**src/rtl/ram_arbiter.sv**
```systemverilog
// Round-robin, bounded-burst arbiter that shares one single-port RAM between
// requesters A and B. Grants are combinational; read data returns one clock later.
module ram_arbiter #(
   parameter int ADDR_WIDTH = 4,
   parameter int DATA_WIDTH = 8,
   parameter int MAX_BURST  = 4
) (
   input  logic                  clk,
   input  logic                  rst_n,
   input  logic                  a_req,
   input  logic                  a_we,
   input  logic [ADDR_WIDTH-1:0] a_addr,
   input  logic [DATA_WIDTH-1:0] a_wdata,
   output logic                  a_gnt,
   output logic                  a_rvalid,
   output logic [DATA_WIDTH-1:0] a_rdata,
   input  logic                  b_req,
   input  logic                  b_we,
   input  logic [ADDR_WIDTH-1:0] b_addr,
   input  logic [DATA_WIDTH-1:0] b_wdata,
   output logic                  b_gnt,
   output logic                  b_rvalid,
   output logic [DATA_WIDTH-1:0] b_rdata,
   output logic [ADDR_WIDTH-1:0] ram_addr,
   output logic [DATA_WIDTH-1:0] ram_wdata,
   output logic                  ram_we,
   input  logic [DATA_WIDTH-1:0] ram_rdata
);

   localparam logic [3:0] LP_MAX = 4'(MAX_BURST);

   logic                  r_last;
   logic [3:0]            r_cnt;
   logic                  r_a_rvalid;
   logic                  r_b_rvalid;
   logic [DATA_WIDTH-1:0] r_a_rdata;
   logic [DATA_WIDTH-1:0] r_b_rdata;
   logic                  w_gnt_a;
   logic                  w_gnt_b;
   logic                  w_win;

   // Under contention the previous owner keeps the RAM until its burst budget is spent.
   always_comb begin
      w_gnt_a = 1'b0;
      w_gnt_b = 1'b0;
      if (rst_n) begin
         if (a_req && b_req) begin
            if (r_cnt < LP_MAX) begin
               w_gnt_a = ~r_last;
               w_gnt_b = r_last;
            end else begin
               w_gnt_a = r_last;
               w_gnt_b = ~r_last;
            end
         end else begin
            w_gnt_a = a_req;
            w_gnt_b = b_req;
         end
      end
   end

   assign w_win = w_gnt_b;

   always_comb begin
      ram_addr  = '0;
      ram_wdata = '0;
      ram_we    = 1'b0;
      if (w_gnt_a) begin
         ram_addr  = a_addr;
         ram_wdata = a_wdata;
         ram_we    = a_we;
      end else if (w_gnt_b) begin
         ram_addr  = b_addr;
         ram_wdata = b_wdata;
         ram_we    = b_we;
      end
   end

   // Reset to "B owned a full burst" so A wins the first tie.
   always_ff @(posedge clk or negedge rst_n) begin
      if (!rst_n) begin
         r_last <= 1'b1;
         r_cnt  <= LP_MAX;
      end else if (w_gnt_a || w_gnt_b) begin
         if (w_win == r_last) begin
            if (r_cnt < LP_MAX) r_cnt <= r_cnt + 4'd1;
         end else begin
            r_last <= w_win;
            r_cnt  <= 4'd1;
         end
      end
   end

   always_ff @(posedge clk or negedge rst_n) begin
      if (!rst_n) begin
         r_a_rvalid <= 1'b0;
         r_b_rvalid <= 1'b0;
         r_a_rdata  <= '0;
         r_b_rdata  <= '0;
      end else begin
         r_a_rvalid <= w_gnt_a && !a_we;
         r_b_rvalid <= w_gnt_b && !b_we;
         if (w_gnt_a && !a_we) r_a_rdata <= ram_rdata;
         if (w_gnt_b && !b_we) r_b_rdata <= ram_rdata;
      end
   end

   assign a_gnt    = w_gnt_a;
   assign b_gnt    = w_gnt_b;
   assign a_rvalid = r_a_rvalid;
   assign b_rvalid = r_b_rvalid;
   assign a_rdata  = r_a_rdata;
   assign b_rdata  = r_b_rdata;

endmodule

```
**config.mk**
```make
export PLATFORM = sky130hd
export DESIGN_NAME = ram_arbiter
export DESIGN_NICKNAME = d
export VERILOG_FILES = /design/src/rtl/ram_arbiter.sv
export SDC_FILE = /design/constraint.sdc
export NUM_CORES = 1
export LEC_CHECK = 0
export CORE_ASPECT_RATIO = 0.8
export CORE_MARGIN = 1.5
export CORE_UTILIZATION = 38
export CTS_BUF_LIST = sky130_fd_sc_hd__clkbuf_8
export CTS_CLUSTER_DIAMETER = 50
export CTS_CLUSTER_SIZE = 30
export DETAILED_ROUTE_END_ITERATION = 10
export PLACE_DENSITY = 0.82
export SYNTH_ARGS = -nofsm -noshare
export SYNTH_HDL_FRONTEND = slang
export SYNTH_SLANG_ARGS = --single-unit
```
**constraint.sdc**
```tcl
create_clock -name clk -period 2.8 [get_ports clk]
set_clock_uncertainty 0.2 [all_clocks]
set_input_delay 0.42 -clock clk [delete_from_list [all_inputs] [get_ports clk]]
set_output_delay 0.42 -clock clk [all_outputs]
set_load 0.02 [all_outputs]
```
# Word level (Yosys, flattened, before mapping)
# Index checks and enable logic that the tools add are counted.
totals:
  regBits: 23
  inputBits: 38
  elab_cells: 34
classes:
  addsub: 1
  order_cmp: 1
  n_eq_ne: 2
  mux: 14
  n_bitwise: 2
  n_reduce_logical: 8
op_table:
  columns: ["cell", "n"]
  rows:
  - ["$mux 4", 4]
  - ["$mux 8", 2]
  - ["$mux 1", 8]
  - ["$add 4x1->4 const B", 1]
  - ["$lt 4x3->1 const B", 1]
  - ["$reduce_and 2->1", 2]
  - ["$logic_and 1x1->1", 3]
  - ["$logic_not 1->1", 2]
  - ["$ne 2x1->1 const B", 1]
  - ["$not 1->1", 2]
  - ["$eq 1x1->1", 1]
  - ["$logic_or 1x1->1", 1]

# Longest topological paths before layout
# Gate-level depths: netlist of run 1.
depth:
  depth_word: 7
  mapped_depth: 7

# Worst setup path after synthesis of run 1
# OpenSTA, ideal clock, no wires.
synth_timing:
  path_type: "reg2out"
  start: "register r_last"
  end: "output ram_addr[0]"
  arrival_ps: 1738
  path_slack_ps: 442
  stages_incl_launch_ff: 7
  path_buffers: 3
  cell_sequence: "dfstp_2 buf_6 or4b_1 and4_4 buf_6 buf_2 a22o_1"
synth_between:
  elab_chain_len: 6
  word_cells_on_any_way: 9
synth_rtl:
  columns: ["item", "line_no", "source"]
  rows:
  - ["start: declaration", "32", "logic r_last;"]
  - ["start signal: assignment", "88", "r_last <= w_win;"]
  - ["$not 1->1", "53", "w_gnt_b = ~r_last;"]
  - ["$mux 1 (*)", "48", "if (r_cnt < LP_MAX) begin"]
  - ["$mux 1 (*)", "47", "if (a_req && b_req) begin"]
  - ["$mux 1 (*)", "46", "if (rst_n) begin"]
  - ["net b_gnt", "21", "output logic b_gnt,"]
  - ["$mux 4 (*)", "72", "end else if (w_gnt_b) begin"]
  - ["$mux 4 (*)", "68", "if (w_gnt_a) begin"]
  - ["end: declaration", "24", "output logic [ADDR_WIDTH-1:0] ram_addr,"]
# Mark *: on every way through the listed nets, which the timed path passes. The rest lies on a longest branch.

# Worst setup path in the final report of run 1
layout_timing:
  start: "input a_req"
  end: "output ram_wdata[0]"
layout_between:
  elab_chain_len: 5
  word_cells_on_any_way: 7
layout_rtl:
  columns: ["item", "line_no", "source"]
  rows:
  - ["start: declaration", "10", "input logic a_req,"]
  - ["$logic_and 1x1->1", "47", null]
  - ["$mux 1", "47", null]
  - ["$mux 1", "46", null]
  - ["$mux 8", "72", null]
  - ["$mux 8 (*)", "68", null]
  - ["end: declaration", "25", "output logic [DATA_WIDTH-1:0] ram_wdata,"]
# Mark *: on every way between the ends. The rest lies on a longest branch, timed or not.

==> metrics.md, run 1 <==
| Metric | Value |
|---|---|
| Root cell of the clock tree | clkbuf_8 |
| Top area cells in the synthesized netlist | dfrtp_1 (45%), a22o_1 (11%), mux2_4 (10%) |
| Ratio of final minimum period to clock period | 98.0% |
| Clock-pin slew reported for the worst setup and hold paths after clock tree synthesis | 0.08 ns |
| Count of port buffers added during placement | 70 |
| Avg Cell Area, Syn | 14.0 um^2 |
| Cell type with the highest aggregate area in the netlist | dfrtp_1 |
| Post-Layout Cell Count | 197 |
| Max Fanout on Critical Path | 14 |
| GR Overflow Total | 0 |
| Area share of the largest cell type after synthesis | 45.3% |
| Global-route usage over all layers | 19.1% |
| Count of maximum capacitance violations | 0 |
| Pwr dens | 718 nW/um^2 |
| Least-Margin Pin Slew | 0.538 ns |
| Wire length of the first global-routing pass | 4970 um |
| Commonest cells in the netlist | dfrtp_1 (21), a22o_1 (14), mux2_1 (8), mux2_4 (8) |
| Dominant synthesized flop cell | dfrtp_1 |
| Hold Path Class | register to register |
| Ant diodes | 0 |
| Number of CTS-inserted buffers | 3 |
| Number of hold violations in the final report | 0 |
| Residual DRC count | 0 |
| Sequential-to-total area share from yosys stat | 49.8% |
| Vias per inst | 5.11 |
| HPWL after DPL | 2510 um |
| Data required time at the worst endpoint | 2.18 ns |
| Static leakage power | 0.898 nW |
| CTS tree | built |
| Share of layout cells above drive strength 1 | 16.4% |
| Largest stage delay on the critical path | 0.47 ns |
| Post-synthesis instance area | 1160 um^2 |
| Run status | finished clean |
| Drt initial violations | 13 |
| Setup repair after global routing missed its margin | false |
| Vias in the first global route | 1,031 |
| Number of instances resized during post-cts repair | 13 |
| Number of instances in the synthesized netlist | 83 |
| Post-route ant nets | 0 |
| Dpl cells | 193 |
| Cts-stage hold buffer count | 0 |
| Placer's final routability congestion estimate | 0.703 |
| Worst setup EP type | output pin |
| Number of setup violations in the final report | 0 |
| Die width | 64.8 um |
| CTS Sinks | 23 |
| Max-slew violation count | 0 |
| Number of antenna violations at the first check in global routing | 0 |
| Aggregate routed wire length | 3130 um |
| Async set or reset register ratio after synthesis | 100% |
| Critical-path top delay cell | clkdlybuf4s50_1 |
| Fillers | 226 |
| Number of synthesized flops with an enable pin | 0 |
| Top-count cell post-synth | dfrtp_1 |
| Mean routed wirelength per cell | 15.9 um |
| Sum Neg Setup Slack | 0 ns |
| Boundary Pins | 71 |
| Slew headroom | 63.6% |
| Count of buffer and inverter cells on the critical path | 2 |
| Setup Crit Path Kind | primary input to output pin |
| Core region area | 2830 um^2 |
| Number of warnings reported in the yosys synthesis log | 0 |
| Final-layout worst hold slack | 0.296 ns |
| Clock latency of the later-clocked register in the worst-skew pair | 0.25 ns |
| Distinct cell type count of the synthesized netlist | 25 |
| Initial standard-cell utilization of the core | 41.0% |
| Die Span Y | 52.4 um |
| First-pass iteration count of the detailed router | 3 |
| Pin count of the biggest net entering global routing | 18 |
| Post-CTS setup buffers | 0 |
| CTS H-Tree Depth | 1 |
| Via count | 1,007 |
| Max VDD drop | 0.506 mV |
| Std-Cell Rows | 17 |
| Launching element type of the critical path | primary input |
| Signed area change from the synthesized netlist to the final layout | 68.5% |
| Die area | 3390 um^2 |
| Number of nets produced by synthesis | 122 |
| Post-synthesis sequential element count | 23 |
| Number of nets at the end of the flow | 199 |
| Time the worst path needs with I/O delays and setup | 2.74 ns |
| Peak Freq | 0.365 GHz |
| Cells along the critical path | clkdlybuf4s50_1 -> or4b_1 -> and4_4 -> a22o_1 -> dlygate4sd2_1 |
| Crit path max-delay family | buffers and inverters |
| Critical Path AT | 2.12 ns |
| Max Root-Sink Buffers | 2 |
==> report_power, final <==
group	total [mW]	internal, mW	leakage (nW)	switching (mW)
Clock	0.193	0.0975	0.0269	0.0954
Combinational	0.683	0.382	0.597	0.302
Sequential	0.528	0.451	0.274	0.0772
==> cells by family after synthesis <==
| kind of cell | synth area share (%) |
|---|---|
| compound gates | 15.8 |
| buf+inv | 5.50 |
| flops | 49.8 |
| fa+ha+maj | 1.08 |
| simple gates | 7.98 |
| mux | 19.8 |
==> metrics by stage <==
| stage | power, mW | instance area, um^2 | util [%] | worst slack [ns] |
|---|---|---|---|---|
| floorplan | 0.894 | 1160 | - | 0.442 |
| CTS | 1.42 | 1950 | 68.9 | 0.0297 |
| finish | 1.40 | 1950 | 69.1 | 0.0569 |
| global placement | 1.21 | 1920 | 67.9 | -0.133 |
| detailed placement | 1.24 | 1920 | 67.9 | -0.174 |
| global route | 1.48 | 1950 | 69.1 | 0.00729 |
==> path summary, 6_finish.rpt <==
kind                            start           end  slack, ns  depth (start not counted)
hold reg to reg            a_rdata[7]    a_rdata[7]       0.30                          1
max in group asynchronous       rst_n      r_cnt[2]       1.73                          2
hold / removal             a_rdata[7]    a_rdata[7]       0.30                          1
setup / recovery                a_req  ram_wdata[0]       0.06                          5
min in group asynchronous       rst_n    b_rdata[4]       0.43                          2
setup reg to reg             r_cnt[3]    a_rdata[3]       0.57                          6
==> flip-flops by register name (all words and copies together), names as in the netlist <==
name	flops
a_rdata	8
b_rdata	8
r_cnt	4
a_rvalid	1
b_rvalid	1
r_last	1
==> cell usage in the layout, fill, tap and decap left out, drive strengths merged, types with 2 or more instances in the layout <==
| cell | synthesis | layout |
|---|---|---|
| a22o | 14 | 14 |
| buf | 6 | 8 |
| clkbuf | 0 | 3 |
| clkdlybuf4s15 | 0 | 2 |
| clkdlybuf4s50 | 0 | 56 |
| dfrtp | 21 | 21 |
| dfstp | 2 | 2 |
| dlygate4sd2 | 0 | 11 |
| inv | 1 | 2 |
| mux2 | 16 | 16 |
| mux2i | 2 | 2 |
| nand2 | 2 | 2 |
| nor2 | 3 | 3 |
| nor2b | 2 | 2 |
| o211ai | 3 | 3 |
| o21ai | 2 | 2 |
==> cell type report <==
type / count / area (um^2) / share of cell area, %
timing repair buffer: 78 / 762 / 39.0
sequential: 23 / 578 / 29.6
multi-input combinational: 53 / 518 / 26.5
tap: 38 / 47.5 / 2.43
clock buffer: 3 / 41.3 / 2.11
clock inverter: 1 / 3.75 / 0.192
inverter: 1 / 3.75 / 0.192
==> per-layer routing <==
metal  GRT usage (%)  up-vias  part of all wire [%]
li1                -      460                     -
met1            21.0      496                    40
met2            37.6       49                    50
met3            4.30        2                   9.3
met4            4.26        0                  0.61
met5               0        -                     0
(Power assumes the default switching activity.)
==> run 2: changes to the inputs <==
ABC_AREA = 1   (was not set)
CORE_UTILIZATION = 41   (was 38)
PLACE_DENSITY = 0.88   (was 0.82)
clock period = 3.3 ns   (was 2.8 ns; I/O delays follow)
==> run 2 against run 1 <==
Effect of this change: total power fell by 20%; register-to-register slack gained 0.67 ns; final cell count rose by 20%; non-clock buffer count down 6; synthesized area up 0.11%; worst setup slack better by 0.10 ns; count of clock-buffer cells in the layout unchanged; sequential cell count unchanged; first-iteration DRC count rose to 3.2 times the previous value; highest routed layer unchanged.
==> metrics.md, run 2 <==
| Metric | Value |
|---|---|
| Xor/xnor share of the synthesized area | 0.754% |
| Slew headroom | 52.2% |
| Pwr dens | 584 nW/um^2 |
| Fillers | 208 |
| Dominant synthesized flop cell | dfrtp_1 |
| Number of nets produced by synthesis | 166 |
| Largest stage delay on the critical path | 0.61 ns |
| CTS Sinks | 23 |
| Ratio of final minimum period to clock period | 95.2% |
| Residual DRC count | 0 |
| Vias per inst | 4.76 |
| Most common library cell in the layout ignoring fill and taps | clkdlybuf4s50_1 |
| Worst setup slack for register-to-register paths | 1.24 ns |
| Count of port buffers added during placement | 70 |
| CTS H-Tree Depth | 1 |
| Die area | 3160 um^2 |
| Number of instances in the synthesized netlist | 127 |
| Sum Neg Setup Slack | 0 ns |
| Launching element type of the critical path | primary input |
| Capturing point of the worst reg2reg path | b_rdata[5] |
| Die Span Y | 50.6 um |
| Met3 layer wire length in the routed design | 279 um |
| Reg-to-reg critical path startpoint | r_last |
| Dpl cells | 232 |
| Hold Path Class | register to register |
| Adder-Cell Fraction of Synth Area | 1.08% |
| Data required time at the worst endpoint | 2.60 ns |
| Max VDD drop | 0.503 mV |
| Highest routing layer actually used | met4 |
| Number of setup violations in the final report | 0 |
| Top-count cell post-synth | nand2_1 |
| Critical Path AT | 2.45 ns |
| Combined flip-flop and latch cell area | 578 um^2 |
| Root cell of the clock tree | clkbuf_8 |
| Number of nets at the end of the flow | 238 |
| Peak Freq | 0.318 GHz |
| Time the worst path needs with I/O delays and setup | 3.14 ns |
| Setup repair after global routing missed its margin | false |
| Number of antenna violations at the first check in global routing | 0 |
| Worst setup EP type | output pin |
| Synthesized-area fraction occupied by ao, oa, aoi and oai cells | 19.8% |
| Aggregate routed wire length | 3220 um |
| Max Fanout on Critical Path | 14 |
| Crit path max-delay family | buffers and inverters |
| Number of instances resized during post-cts repair | 0 |
| Cells along the critical path | clkdlybuf4s50_1 -> nand2_1 -> inv_1 -> nand2_2 -> inv_1 -> a22o_1 -> clkdlybuf4s50_1 |
| Core region area | 2720 um^2 |
| Mux contribution to synthesized area | 0% |
| Post-synthesis share of cell area spent on and, or, nand and nor gates | 18.8% |
| GR Overflow Total | 0 |
| Boundary Pins | 71 |
| Clock-pin slew reported for the worst setup and hold paths after clock tree synthesis | 0.08 ns |
| Die width | 62.5 um |
| Post-CTS setup buffers | 0 |
| Critical hold path startpoint | a_rdata[3] |
| Count of maximum capacitance violations | 0 |
| Top area cells in the synthesized netlist | dfrtp_1 (45%), nand2_1 (10%), a22o_1 (9.1%) |
| Stages on the worst setup path | 7 |
| Async set or reset register ratio after synthesis | 100% |
| Ant diodes | 0 |
| Placer's final routability congestion estimate | 0.886 |
| Vias in the first global route | 1,138 |
| Critical-path top delay cell | clkdlybuf4s50_1 |
| Post-synthesis sequential element count | 23 |
| Reg2reg path depth | 7 |
| Worst hold stages | 2 |
| Wire length of the first global-routing pass | 5350 um |
| Number of synthesized flops with an enable pin | 0 |
| Hold endpoint | a_rdata[3] |
| Static leakage power | 0.917 nW |
| Largest family of logic cells by synthesized area | compound AO/OA/AOI/OAI gates |
| Least-Margin Pin Slew | 0.717 ns |
| Post-synthesis instance area | 1160 um^2 |
| Max-slew violation count | 0 |
| Max Root-Sink Buffers | 2 |
| Via count | 1,123 |
| HPWL after DPL | 2600 um |
| Avg Cell Area, Syn | 9.14 um^2 |
| Initial standard-cell utilization of the core | 42.6% |
| Count of buffer and inverter cells on the critical path | 4 |
| Sequential-to-total area share from yosys stat | 49.8% |
| Pin count of the biggest net entering global routing | 19 |
| Routed wire length on met2 | 1610 um |
| Run status | finished clean |
| CTS tree | built |
| Cell type with the highest aggregate area in the netlist | dfrtp_1 |
| First-pass iteration count of the detailed router | 4 |
| Multi-input gate area in the final layout | 469 um^2 |
| Drt initial violations | 41 |
| Mean routed wirelength per cell | 13.6 um |
| Number of warnings reported in the yosys synthesis log | 0 |
| Distinct cell type count of the synthesized netlist | 20 |
| Signed area change from the synthesized netlist to the final layout | 65.7% |
| Number of hold violations in the final report | 0 |
| Global-route usage over all layers | 21.7% |
| Number of CTS-inserted buffers | 3 |
| Post-route ant nets | 0 |
| Share of layout cells above drive strength 1 | 12.1% |
| Setup Crit Path Kind | primary input to output pin |
| Cts-stage hold buffer count | 0 |
| Area share of the largest cell type after synthesis | 45.3% |
| Commonest cells in the netlist | nand2_1 (32), dfrtp_1 (21), inv_1 (18) |
| Post-Layout Cell Count | 236 |
| Std-Cell Rows | 17 |
| Met1 layer wirelength in the final routing | 1310 um |
| Commonest cells after routing, fill and taps aside | clkdlybuf4s50_1 (70), nand2_1 (32), dfrtp_1 (21) |
| Clock latency of the later-clocked register in the worst-skew pair | 0.26 ns |
run 2: cell count changes after synthesis, sizes merged, moves of 3 or more:
cell,change
inv,+17
mux2,-16
nand2,+36
nand3,+6
o211ai,-3
o21ai,+16
run 2: where the power goes:
group | internal [mW] | switching [mW] | total, mW
Clock | 0.0841 | 0.0865 | 0.171
Sequential | 0.367 | 0.0518 | 0.418
Combinational | 0.260 | 0.275 | 0.535
Total | 0.711 | 0.413 | 1.12
run 2: kinds of logic (layout without fill, tap and decap cells):
kind of cell,after synthesis,in the layout
compound gates,31,31
fa+ha+maj,1,1
simple gates,48,48
flops,23,23
buf+inv,23,94
xor+xnor,1,1
run 2: worst max-delay path by stage:
stage / from / end
2_1_floorplan: r_cnt[2] / ram_we
3_3_place_gp: rst_n / ram_wdata[5]
3_5_place_dp: rst_n / ram_wdata[4]
4_1_cts: rst_n / ram_wdata[4]
5_1_grt: rst_n / ram_addr[3]
6_report: rst_n / ram_wdata[4]
run 2: stage by stage:
step	worst slack [ns]	instance area [um^2]	power, mW	hold WS (ns)	util [%]
floorplan	1.12	1160	0.702	-0.000591	-
global placement	0.223	1880	0.935	0.258	69.0
detailed placement	0.151	1880	0.960	0.268	69.0
CTS	0.153	1920	1.13	0.288	70.7
global route	0.0232	1920	1.20	0.326	70.7
finish	0.158	1920	1.12	0.284	70.7
run 2: cell type report:
cell class	instances	share of cell area, %
repair buffers	72	37.2
multi-input cells	81	24.4
well taps	38	2.47
clock buffers	3	2.15
clock inverters	1	0.260
inverters	18	3.51
flip-flops and latches	23	30.0
run 2: worst reg2reg max path: stages (launching register included):
cell and delay (ns):
dfstp_2 0.57, inv_1 0.09, nand2_2 0.09, nand3_2 0.08, nand2_2 0.11, or2_1 0.58, nand2_1 0.17, o21ai_2 0.09
run 2: routing by layer:
layer,track usage [%],vias up
met4,4.44,0
met2,40.0,61
li1,-,553
met5,0,-
met3,5.61,2
met1,25.7,507
==> run 3: changes to the inputs <==
CORE_MARGIN = not set   (was 1.5)
HOLD_SLACK_MARGIN = 0.08   (was not set)
==> run 3 against run 2 <==
Effect of this change: final cell count is 0.85% lower; sequential cell count stayed put; utilization is 4.5 points higher; non-clock buffer count stayed put; critical path depth stayed put; cell area hardly changed; clock power hardly changed; combinational power hardly changed; global-route usage is 1.0 points lower; largest power group unchanged.
==> metrics.md, run 3 (synthesized netlist as in run 2, its figures left out) <==
| Metric | Value |
|---|---|
| Sum Neg Setup Slack | 0 ns |
| Worst setup path startpoint | rst_n |
| Number of setup violations in the final report | 0 |
| Number of hold violations in the final report | 0 |
| GR Overflow Total | 0 |
| Worst setup slack for register-to-register paths | 1.17 ns |
| Worst hold stages | 2 |
| Residual DRC count | 0 |
| Combined flip-flop and latch cell area | 578 um^2 |
| Die area | 3050 um^2 |
| Ant diodes | 0 |
| Drt initial violations | 31 |
| Die Span Y | 49.6 um |
| Data required time at the worst endpoint | 2.60 ns |
| Number of antenna violations at the first check in global routing | 0 |
| Peak Freq | 0.325 GHz |
| Reg-to-reg critical path startpoint | r_last |
| Max VDD drop | 0.480 mV |
| Signed area change from the synthesized netlist to the final layout | 65.8% |
| Placer's final routability congestion estimate | 0.922 |
| First-pass iteration count of the detailed router | 4 |
| Count of maximum capacitance violations | 0 |
| CTS tree | built |
| Aggregate routed wire length | 3200 um |
| Die width | 61.5 um |
| Share of layout cells above drive strength 1 | 12.6% |
| Std-Cell Rows | 16 |
| Clock-pin slew reported for the worst setup and hold paths after clock tree synthesis | 0.08 ns |
| Last element of the critical path | ram_addr[2] |
| Count of port buffers added during placement | 70 |
| Pin count of the biggest net entering global routing | 18 |
| Mean routed wirelength per cell | 13.7 um |
| Post-Layout Cell Count | 234 |
| Commonest cells after routing, fill and taps aside | clkdlybuf4s50_1 (70), nand2_1 (32), dfrtp_1 (21) |
| CTS Sinks | 23 |
| Static leakage power | 0.908 nW |
| Max-slew violation count | 0 |
| Time the worst path needs with I/O delays and setup | 3.08 ns |
| Boundary Pins | 71 |
| Max Root-Sink Buffers | 2 |
| Fillers | 196 |
| Root cell of the clock tree | clkbuf_8 |
| Capturing point of the worst reg2reg path | b_rdata[2] |
| Setup repair after global routing missed its margin | false |
| Most common library cell in the layout ignoring fill and taps | clkdlybuf4s50_1 |
| Hold Path Class | register to register |
| Reg2reg path depth | 7 |
| Ratio of final minimum period to clock period | 93.2% |
| Worst setup EP type | output pin |
| Slew headroom | 47.2% |
| Run status | finished clean |
| Dpl cells | 230 |
| Core region area | 2560 um^2 |
| Initial standard-cell utilization of the core | 45.3% |
| Via count | 1,102 |
| Global-route usage over all layers | 20.7% |
| Least-Margin Pin Slew | 0.792 ns |
| HPWL after DPL | 2530 um |
| Max Fanout on Critical Path | 14 |
| Vias in the first global route | 1,058 |
| Pwr dens | 581 nW/um^2 |
| Vias per inst | 4.71 |
| Number of nets at the end of the flow | 238 |
| Number of CTS-inserted buffers | 3 |
| Launching element type of the critical path | primary input |
| Multi-input gate area in the final layout | 469 um^2 |
| CTS H-Tree Depth | 1 |
| Wire length of the first global-routing pass | 4800 um |
| Post-route ant nets | 0 |
| Critical Path AT | 2.38 ns |
| Clock latency of the later-clocked register in the worst-skew pair | 0.25 ns |
| Setup Crit Path Kind | primary input to output pin |
[run 3: cell count changes in the layout (fill, tap and decap cells not counted), sizes merged]
cell	change
inv	-1
clkinvlp	+1
[run 3: layout make-up]
cell class | instances | share of cell area, %
Inverter | 18 | 3.70
Timing Repair Buffer | 72 | 37.2
Clock inverter | 1 | 0.260
Tap cell | 36 | 2.34
Clock buffer | 3 | 2.14
Multi-Input combinational cell | 81 | 24.4
Sequential cell | 23 | 30.0
[run 3: layer usage]
metal	part of all wire, %	wire (um)	GRT usage [%]
met5	0	0	0
met4	0	0	2.22
met3	13	413	6.56
met2	47	1520	36.9
met1	40	1270	24.6
[run 3: how the worst min path moves through the flow]
stage	endpoint	start
6_report	a_rdata[2]	a_rdata[2]
2_1_floorplan	a_rdata[0]	rst_n
4_1_cts	b_rdata[3]	b_rdata[3]
3_3_place_gp	b_rdata[3]	b_rdata[3]
3_5_place_dp	b_rdata[3]	b_rdata[3]
5_1_grt	b_rdata[3]	b_rdata[3]
[run 3: worst max-delay path, stage by stage]
cell and delay (ns):
clkdlybuf4s50_1 0.53, nand2_1 0.09, inv_1 0.05, nand2_1 0.06, inv_1 0.33, a22o_1 0.21
clkdlybuf4s50_1 0.61
[run 3: repair_timing]
item	4_1_cts	5_1_grt
setup buffers	0	0
hold buffers	0	0
endpoints found under the setup margin	0	11
gates resized for setup	0	1
[run 3: where the power goes]
part / leakage [nW] / internal (mW) / switching [mW]
clock: 0.0255 / 0.0839 / 0.0839
combinational: 0.596 / 0.260 / 0.272
sequential: 0.287 / 0.367 / 0.0525
[run 3: through the flow]
step                area [um^2]  setup slack [ns]  power (mW)  utilization, %  hold WS, ns
floorplan                  1160              1.12       0.702               -    -0.000591
global placement           1880             0.216       0.936            73.2        0.264
detailed placement         1880             0.122       0.957            73.2        0.271
CTS                        1920             0.118        1.13            75.0        0.287
global route               1930            0.0886        1.19            75.1        0.313
finish                     1930             0.224        1.12            75.1        0.285
